**src/rtl/pipelined_addsub_pkg.sv**
```systemverilog
// pipelined_addsub_pkg: op encodings and decode
// helpers shared by the pipelined add/sub slice.
package pipelined_addsub_pkg;

  localparam logic [1:0] OP_ADD  = 2'b00;
  localparam logic [1:0] OP_SUB  = 2'b01;
  localparam logic [1:0] OP_ADDS = 2'b10;
  localparam logic [1:0] OP_SUBS = 2'b11;

  function automatic logic is_sub(
    input logic [1:0] op
  );
    return (op == OP_SUB) || (op == OP_SUBS);
  endfunction

  function automatic logic is_sat(
    input logic [1:0] op
  );
    return (op == OP_ADDS) || (op == OP_SUBS);
  endfunction

endpackage

```
**src/rtl/pipelined_addsub_if.sv**
```systemverilog
// pipelined_addsub_if: operand-in / result-out
// valid/ready bundle; slave = adder, master = user.
interface pipelined_addsub_if #(
  parameter int WIDTH = 16
) ();

  logic             valid_i;
  logic             ready_o;
  logic [WIDTH-1:0] d0_i;
  logic [WIDTH-1:0] d1_i;
  logic [1:0]       op_i;
  logic             valid_o;
  logic             ready_i;
  logic [WIDTH-1:0] d_o;
  logic             carry_o;
  logic             ovf_o;
  logic             zero_o;

  modport slave (
    input  valid_i, d0_i, d1_i, op_i, ready_i,
    output ready_o, valid_o, d_o,
    output carry_o, ovf_o, zero_o
  );

  modport master (
    output valid_i, d0_i, d1_i, op_i, ready_i,
    input  ready_o, valid_o, d_o,
    input  carry_o, ovf_o, zero_o
  );

endinterface

```
**src/rtl/pipelined_addsub_slice.sv**
```systemverilog
// pipelined_addsub_slice: W-bit combinational adder
// a_i+b_i+c_i -> s_o with carry-out c_o.
module pipelined_addsub_slice #(
  parameter int W = 8
) (
  input  logic [W-1:0] a_i,
  input  logic [W-1:0] b_i,
  input  logic         c_i,
  output logic [W-1:0] s_o,
  output logic         c_o
);

  assign {c_o, s_o} = {1'b0, a_i}
                    + {1'b0, b_i}
                    + {{W{1'b0}}, c_i};

endmodule

```
**src/rtl/pipelined_addsub.sv**
```systemverilog
// pipelined_addsub: STAGES-deep carry-chained signed
// add/sub, wrap or saturate; ports clk, reset_n, bus.
module pipelined_addsub
  import pipelined_addsub_pkg::*;
#(
  parameter int WIDTH  = 16,
  parameter int STAGES = 2
) (
  input logic               clk,
  input logic               reset_n,
  pipelined_addsub_if.slave bus
);

  localparam int SW = WIDTH / STAGES;
  localparam int L  = STAGES - 1;
  localparam int M  = WIDTH - 1;

  typedef logic [WIDTH-1:0] word_t;

  logic                   adv;
  logic [STAGES-1:0]      v_q;
  logic [STAGES-1:0]      c_q;
  word_t [STAGES-1:0]     a_q;
  word_t [STAGES-1:0]     b_q;
  word_t [STAGES-1:0]     sum_q;
  logic [STAGES-1:0][1:0] op_q;
  logic                   ovf_q;
  logic                   zero_q;

  word_t [STAGES-1:0]     a_in;
  word_t [STAGES-1:0]     b_in;
  word_t [STAGES-1:0]     sum_in;
  word_t [STAGES-1:0]     sum_d;
  logic [STAGES-1:0][1:0] op_in;
  logic [STAGES-1:0]      cin;
  logic [STAGES-1:0]      co;
  logic [STAGES-1:0][SW-1:0] s;

  word_t raw;
  word_t res_d;
  logic  ovf_d;
  logic  unused_ok;

  assign adv = bus.ready_i | ~v_q[L];

  // Stage k sees the operands/carry that
  // stage k-1 registered; stage 0 sees the port.
  always_comb begin
    a_in[0]   = bus.d0_i;
    b_in[0]   = is_sub(bus.op_i) ? ~bus.d1_i
                                 : bus.d1_i;
    op_in[0]  = bus.op_i;
    cin[0]    = is_sub(bus.op_i);
    sum_in[0] = '0;
    for (int k = 1; k < STAGES; k++) begin
      a_in[k]   = a_q[k-1];
      b_in[k]   = b_q[k-1];
      op_in[k]  = op_q[k-1];
      cin[k]    = c_q[k-1];
      sum_in[k] = sum_q[k-1];
    end
  end

  for (genvar k = 0; k < STAGES; k++) begin : g_slice
    pipelined_addsub_slice #(
      .W (SW)
    ) u_slice (
      .a_i (a_in[k][k*SW +: SW]),
      .b_i (b_in[k][k*SW +: SW]),
      .c_i (cin[k]),
      .s_o (s[k]),
      .c_o (co[k])
    );
  end

  always_comb begin
    sum_d = sum_in;
    for (int k = 0; k < STAGES; k++) begin
      sum_d[k][k*SW +: SW] = s[k];
    end
  end

  // Overflow: same-sign operands (B' after
  // inversion), result sign differs.
  always_comb begin
    raw   = sum_d[L];
    ovf_d = (a_in[L][M] == b_in[L][M])
          & (raw[M] != a_in[L][M]);
    res_d = raw;
    if (is_sat(op_in[L]) && ovf_d) begin
      res_d = a_in[L][M] ? {1'b1, {M{1'b0}}}
                         : {1'b0, {M{1'b1}}};
    end
  end

  always_ff @(posedge clk or negedge reset_n) begin
    if (!reset_n) begin
      v_q    <= '0;
      c_q    <= '0;
      a_q    <= '0;
      b_q    <= '0;
      op_q   <= '0;
      sum_q  <= '0;
      ovf_q  <= 1'b0;
      zero_q <= 1'b0;
    end else if (adv) begin
      v_q[0] <= bus.valid_i;
      for (int k = 1; k < STAGES; k++) begin
        v_q[k] <= v_q[k-1];
      end
      a_q      <= a_in;
      b_q      <= b_in;
      op_q     <= op_in;
      c_q      <= co;
      sum_q    <= sum_d;
      sum_q[L] <= res_d;
      ovf_q    <= ovf_d;
      zero_q   <= (res_d == '0);
    end
  end

  // Last-stage operand copies and the already
  // consumed low slices are never read.
  assign unused_ok = ^{a_q, b_q, op_q};

  assign bus.ready_o = adv;
  assign bus.valid_o = v_q[L];
  assign bus.d_o     = sum_q[L];
  assign bus.carry_o = c_q[L];
  assign bus.ovf_o   = ovf_q;
  assign bus.zero_o  = zero_q;

endmodule
```
**src/flat_wrapper.sv**
```systemverilog
// flat-port wrapper written by rule: the top's interface ports become plain ports
module pipelined_addsub_flat import pipelined_addsub_pkg::*;
#(
  parameter int WIDTH  = 16,
  parameter int STAGES = 2
)
  (clk, reset_n, bus_valid_i, bus_d0_i, bus_d1_i, bus_op_i, bus_ready_i, bus_ready_o, bus_valid_o, bus_d_o, bus_carry_o, bus_ovf_o, bus_zero_o);
  pipelined_addsub_if #(.WIDTH(WIDTH)) bus_i ();
  input logic clk;
  input logic reset_n;
  input wire logic [$bits(bus_i.valid_i)-1:0] bus_valid_i;
  input wire logic [$bits(bus_i.d0_i)-1:0] bus_d0_i;
  input wire logic [$bits(bus_i.d1_i)-1:0] bus_d1_i;
  input wire logic [$bits(bus_i.op_i)-1:0] bus_op_i;
  input wire logic [$bits(bus_i.ready_i)-1:0] bus_ready_i;
  output wire logic [$bits(bus_i.ready_o)-1:0] bus_ready_o;
  output wire logic [$bits(bus_i.valid_o)-1:0] bus_valid_o;
  output wire logic [$bits(bus_i.d_o)-1:0] bus_d_o;
  output wire logic [$bits(bus_i.carry_o)-1:0] bus_carry_o;
  output wire logic [$bits(bus_i.ovf_o)-1:0] bus_ovf_o;
  output wire logic [$bits(bus_i.zero_o)-1:0] bus_zero_o;
  assign bus_i.valid_i = bus_valid_i;
  assign bus_i.d0_i = bus_d0_i;
  assign bus_i.d1_i = bus_d1_i;
  assign bus_i.op_i = bus_op_i;
  assign bus_i.ready_i = bus_ready_i;
  assign bus_ready_o = bus_i.ready_o;
  assign bus_valid_o = bus_i.valid_o;
  assign bus_d_o = bus_i.d_o;
  assign bus_carry_o = bus_i.carry_o;
  assign bus_ovf_o = bus_i.ovf_o;
  assign bus_zero_o = bus_i.zero_o;
  pipelined_addsub #(.WIDTH(WIDTH), .STAGES(STAGES)) u_core (.clk(clk), .reset_n(reset_n), .bus(bus_i));
endmodule
```
**config.mk**
```make
export PLATFORM = sky130hd
export DESIGN_NAME = pipelined_addsub_flat
export DESIGN_NICKNAME = d
export VERILOG_FILES = /design/src/rtl/pipelined_addsub_pkg.sv /design/src/rtl/pipelined_addsub_if.sv /design/src/rtl/pipelined_addsub_slice.sv /design/src/rtl/pipelined_addsub.sv /design/src/flat_wrapper.sv
export SDC_FILE = /design/constraint.sdc
export NUM_CORES = 1
export LEC_CHECK = 0
export BUFFER_PORTS_ARGS = -buffer_cell sky130_fd_sc_hd__buf_2
export CAP_MARGIN = 20
export CORE_UTILIZATION = 59
export CTS_CLUSTER_DIAMETER = 50
export DETAILED_ROUTE_END_ITERATION = 8
export HOLD_SLACK_MARGIN = 0.1
export PLACE_DENSITY = 0.94
export REMOVE_ABC_BUFFERS = 1
export SETUP_SLACK_MARGIN = 0.4
export SLEW_MARGIN = 20
export SYNTH_ARGS = -nofsm -noshare
export SYNTH_HDL_FRONTEND = slang
export SYNTH_SLANG_ARGS = --single-unit
```
**constraint.sdc**
```tcl
create_clock -name clk -period 5.25 [get_ports clk]
set_input_delay 1.575 -clock clk [delete_from_list [all_inputs] [get_ports clk]]
set_output_delay 1.575 -clock clk [all_outputs]
set_load 0.02 [all_outputs]
```
==> results.sh, run 1 <==
export IMPL_syn2layout_area_growth_pct=16.30
export IMPL_async_reset_ff_frac=1.000
export IMPL_nNetsFinal=389
export IMPL_crit_top_cell="buf_2"
export IMPL_cts_resized=0
export IMPL_drv_cap=0
export IMPL_reg2reg_setup_slack_ns=2.74
export IMPL_start_util=0.6207
export IMPL_track_usage=0.2546
export IMPL_ys_warnings_count=0
export IMPL_setup_viol=0
export IMPL_wl_per_cell_um=15.31
export IMPL_core_um2=4414
export IMPL_skew_ns=0.006480
export IMPL_place_congestion=0.8609
export IMPL_post_cts_buffers=0
export IMPL_max_freq_ghz=0.2777
export IMPL_layout_commonest_cell="buf_2"
export IMPL_critPathArrivalTime_ns=2.03
export IMPL_mostFrequentLayoutCells="buf_2 (57), dfrtp_1 (47), nand2_1 (46)"
export IMPL_yosysUniqueCellTypes=55
export IMPL_slew_viol_final=0
export IMPL_cp_startpoint="bus_ready_i"
export IMPL_crit_slowest_cell="nor2b_2"
export IMPL_grt_ovfl_total=0
export IMPL_drtAntennaViolNets=0
export IMPL_total_power_w=0.001415
export IMPL_worstMarginPinSlew_ns=0.5811
export IMPL_io_pins=59
export IMPL_crit_type="primary input to primary output"
export IMPL_cts_tree="built"
export IMPL_die_w_um=70.15
export IMPL_placement_io_buffers=58
export IMPL_vias=2265
export IMPL_clk_pin_slew_worst_paths_ns=0.09
export IMPL_drc=0
export IMPL_synth_top_area_cell="dfrtp_1"
export IMPL_crit_family="buffers and inverters"
export IMPL_period_needed_ns=3.601
export IMPL_post_dp_hpwl_um=3975
export IMPL_crit_chain="buf_2, nor2b_2, inv_2, buf_2"
export IMPL_hold_class="flip-flop to flip-flop"
export IMPL_grt_pass1_vias=2155
export IMPL_grt_max_degree=48
export IMPL_synth_area_um2=2740
export IMPL_finalWirelength_um=5924
export IMPL_rows=24
export IMPL_clockBufferDepth=2
export IMPL_r2r_start="u_core.c_q[0]"
export IMPL_drive_above_1_share=0.2388
export IMPL_postSynthRegisterBits=47
export IMPL_synth_area_leaders="dfrtp_1 (43%), ha_1 (6.4%), nand2_1 (6.3%)"
export IMPL_postLayoutCoreUtil=0.7219
export IMPL_grt_pass1_wl_um=9908
export IMPL_die_h_um=70.15
export IMPL_avgViaCountPerCell=5.853
export IMPL_p_per_area_nw_per_um2=443.9
export IMPL_synth_top_cell_area_share=0.4292
export IMPL_antenna_found_initial=0
export IMPL_syn_area_per_cell_um2=9.751
export IMPL_h_tree_depth=2
export IMPL_dp_cells=379
export IMPL_hp_start="u_core.v_q[0]"
export IMPL_holdBufCountCts=0
export IMPL_synth_edf_count=0
export IMPL_ys_seq_area_frac=0.4292
export IMPL_cp_end_kind="primary output"
export IMPL_grt_setup_unrepaired="no"
export IMPL_fin_cells=387
export IMPL_synth_main_ff_cell="dfrtp_1"
export IMPL_root_buffer="clkbuf_8"
export IMPL_min_period_over_period=0.6859
export IMPL_first_pass_iters=4
export IMPL_numCtsBuffers=5
export IMPL_whs_ns=0.4749
export IMPL_max_slew_margin_rel=0.6126
export IMPL_outcome="completed"
export IMPL_drtIter0Drc=197
export IMPL_dieArea_um2=4921
export IMPL_clk_latency_ns=0.31
export IMPL_num_antenna_cells=0
export IMPL_crit_buf_inv=3
export IMPL_irDropWorstVdd_uv=221.3
export IMPL_hold_viol=0
export IMPL_p_leak_nw=1.478
export IMPL_cpPeakStageDelay_ns=0.15
export IMPL_critPathMaxFanout=2
export IMPL_netlist_instances=281
export IMPL_startpoint_type="primary input"
export IMPL_tns_ns=0
export IMPL_clock_sinks=47
export IMPL_crit_required_ns=3.68
==> worst reg2reg max path, stage by stage, from the launching register on <==
cell and delay [ns]:
dfrtp_1 0.42, fa_1 0.48, inv_1 0.09, fa_1 0.20
nand2b_1 0.15, a21oi_1 0.09, xor2_1 0.16, or3_1 0.38
a211o_1 0.29, o31ai_2 0.18
==> logic make-up (layout without fill, tap and decap cells) <==
logic type	count (synthesis)	in the layout	share of synthesized area
fa+ha+maj	17	17	0.08585
mux	2	2	0.007306
xor+xnor	24	24	0.07671
buf+inv	26	80	0.04019
simple gates	89	89	0.1461
flops	47	47	0.4292
compound gates	76	76	0.2146
==> path summary, 6_finish.rpt <==
check / to / cells after the start
max: bus_ready_o / 4
min: u_core.v_q[1] / 1
max reg2reg: u_core.bus.zero_o / 9
min reg2reg: u_core.v_q[1] / 1
max in group asynchronous: u_core.a_in[30] / 1
min in group asynchronous: u_core.bus.d_o[15] / 1
==> cell usage after synthesis, types with 2 or more instances <==
| cell | instances |
|---|---|
| mux2i_1 | 2 |
| o21ai_0 | 10 |
| buf_1 | 2 |
| inv_1 | 10 |
| inv_2 | 2 |
| a211oi_1 | 2 |
| nand3_1 | 2 |
| clkbuf_1 | 7 |
| o221a_1 | 13 |
| o31ai_1 | 3 |
| nor2b_1 | 3 |
| xnor2_1 | 10 |
| dfrtp_1 | 47 |
| a21oi_1 | 14 |
| fa_1 | 3 |
| o211ai_1 | 3 |
| nor3_1 | 7 |
| nand2b_1 | 3 |
| o21ai_1 | 8 |
| buf_2 | 4 |
| nand2_1 | 46 |
| o21a_1 | 4 |
| xor2_1 | 14 |
| nor2_1 | 18 |
| ha_1 | 14 |
==> where the power goes <==
group,internal [W],switching (W)
registers,0.000461,0.0000668
clock network,0.000190,0.000129
logic,0.000232,0.000336
==> sequential cells by signal, summed over array words and instances (netlist names), 2 cells and up <==
signal,cells
u_core.bus.d_o,16
u_core.a_in,8
u_core.b_in,8
u_core.raw,8
u_core.c_q,2
u_core.v_q,2
==> per-stage QoR <==
stage	area [um2]	setup WS (ns)
3_5_place_dp	3048	1.585
3_3_place_gp	3048	1.655
6_report	3187	1.649
4_1_cts	3184	1.657
2_1_floorplan	2675	0.02114
5_1_grt	3187	1.623
==> per-layer routing <==
metal	track usage	wire length, um
met3	0.04762	252
met2	0.4177	3006
met4	0.08889	110
met1	0.3398	2554
met5	0	0
==> area by class of cell <==
class                           instances  area [um2]
Fill cell                             326        1227
Clock inverter                          3       67.56
Timing Repair Buffer                   60       307.8
Inverter                               12       45.04
Tap cell                               52       65.06
Sequential cell                        47        1176
Clock buffer                            5       68.82
Multi-Input combinational cell        208        1456
Note: power is estimated with default switching activity, not from simulation.
==> inputs of run 2 (changes only) <==
Settings changed: CORE_UTILIZATION 59 to 54, PLACE_DENSITY 0.94 to 0.87.
Clock period 5.25 ns to 3.8 ns, I/O delays scaled along.
==> results.sh, run 2 (synthesized netlist as in run 1, its figures left out) <==
export IMPL_outcome="completed"
export IMPL_max_freq_ghz=0.3533
export IMPL_syn2layout_area_growth_pct=15.75
export IMPL_postLayoutCoreUtil=0.6584
export IMPL_drtIter0Drc=138
export IMPL_drv_cap=0
export IMPL_cp_end_kind="primary output"
export IMPL_grt_pass1_vias=2063
export IMPL_r2r_end="u_core.bus.zero_o"
export IMPL_clk_pin_slew_worst_paths_ns=0.09
export IMPL_placement_io_buffers=58
export IMPL_cts_tree="built"
export IMPL_r2r_start="u_core.c_q[0]"
export IMPL_hold_end="u_core.v_q[0]"
export IMPL_num_antenna_cells=0
export IMPL_holdBufCountCts=0
export IMPL_io_pins=59
export IMPL_mostFrequentLayoutCells="buf_2 (57), dfrtp_1 (47), nand2_1 (46)"
export IMPL_rows=25
export IMPL_start_util=0.5688
export IMPL_finalWirelength_um=5480
export IMPL_drc=0
export IMPL_wl_per_cell_um=13.60
export IMPL_avgViaCountPerCell=5.457
export IMPL_critPathMaxFanout=14
export IMPL_reg2reg_setup_slack_ns=1.33
export IMPL_grt_pass1_wl_um=9032
export IMPL_post_dp_hpwl_um=4021
export IMPL_antenna_found_initial=0
export IMPL_setup_viol=0
export IMPL_max_slew_margin_rel=0.6106
export IMPL_largest_register_ffs=16
export IMPL_h_tree_depth=2
export IMPL_drtAntennaViolNets=0
export IMPL_core_um2=4817
export IMPL_place_congestion=0.8516
export IMPL_grt_setup_unrepaired="no"
export IMPL_die_w_um=73.24
export IMPL_clockBufferDepth=2
export IMPL_period_needed_ns=2.830
export IMPL_clk_latency_ns=0.30
export IMPL_numCtsBuffers=5
export IMPL_dieArea_um2=5363
export IMPL_worstMarginPinSlew_ns=0.5841
export IMPL_first_pass_iters=4
export IMPL_drive_above_1_share=0.2411
export IMPL_post_cts_buffers=0
export IMPL_p_leak_nw=1.468
export IMPL_vias=2199
export IMPL_die_h_um=73.24
export IMPL_hp_start="u_core.v_q[0]"
export IMPL_irDropWorstVdd_uv=288.1
export IMPL_min_period_over_period=0.7448
export IMPL_track_usage=0.2212
export IMPL_whs_ns=0.4732
export IMPL_crit_type="primary input to primary output"
export IMPL_tns_ns=0
export IMPL_nNetsFinal=390
export IMPL_min_path_cells=2
export IMPL_reg2reg_depth=9
export IMPL_layout_commonest_cell="buf_2"
export IMPL_grt_ovfl_total=0
export IMPL_total_power_w=0.001815
export IMPL_skew_ns=0.008420
export IMPL_clock_sinks=47
export IMPL_cts_resized=0
export IMPL_startpoint_type="primary input"
export IMPL_grt_max_degree=48
export IMPL_slew_viol_final=0
export IMPL_critPathArrivalTime_ns=1.69
export IMPL_crit_required_ns=2.66
export IMPL_p_per_area_nw_per_um2=572.1
export IMPL_root_buffer="clkbuf_8"
export IMPL_hold_viol=0
export IMPL_hold_class="flip-flop to flip-flop"
run 2: cell types whose count changed in the layout (fill, tap and decap cells not counted):
cell        change
clkinvlp_4      -1
clkinv_4        +1
inv_6           +2
bufinv_16       -2
buf_4           +1
run 2: worst max-delay path by stage:
| stage | startpoint | end | depth (start not counted) |
|---|---|---|---|
| 5_1_grt | bus_ready_i | bus_ready_o | 4 |
| 3_3_place_gp | bus_op_i[0] | u_core.c_q[0] | 9 |
| 6_report | bus_ready_i | bus_ready_o | 4 |
| 2_1_floorplan | bus_ready_i | bus_ready_o | 2 |
| 4_1_cts | bus_ready_i | bus_ready_o | 4 |
| 3_5_place_dp | bus_op_i[0] | u_core.raw[6] | 10 |
run 2: metrics by stage:
step	setup WS [ns]	cells	instance area (um2)
2_1_floorplan	-0.5589	267	2675
3_3_place_gp	0.8452	395	3074
3_5_place_dp	0.7798	395	3074
4_1_cts	0.9752	403	3169
5_1_grt	0.9243	403	3172
6_report	0.9698	403	3172
run 2: final cells by class:
class | count | area [um2]
Clock buffer | 5 | 68.82
Clock inverter | 3 | 26.28
Fill cell | 411 | 1645
Inverter | 12 | 45.04
Multi-Input combinational cell | 208 | 1456
Sequential cell | 47 | 1176
Tap cell | 67 | 83.83
Timing Repair Buffer | 61 | 315.3
run 2: power by group:
part	total (W)	leakage, nW	switching, W	internal [W]
logic	0.000770	0.865	0.000450	0.000320
clock network	0.000313	0.0491	0.000178	0.000135
registers	0.000731	0.554	0.0000942	0.000637
run 2: layer usage:
metal	up-vias	GRT usage	part of all wire
li1	1100	-	-
met1	1051	0.2855	0.46
met2	40	0.3724	0.49
met3	8	0.03867	0.027
met4	0	0.08061	0.016
met5	-	0	0
run 2: critical path: stages:
cell     delay, ns
buf_2         0.10
nor2b_2       0.13
inv_2         0.13
buf_2         0.19
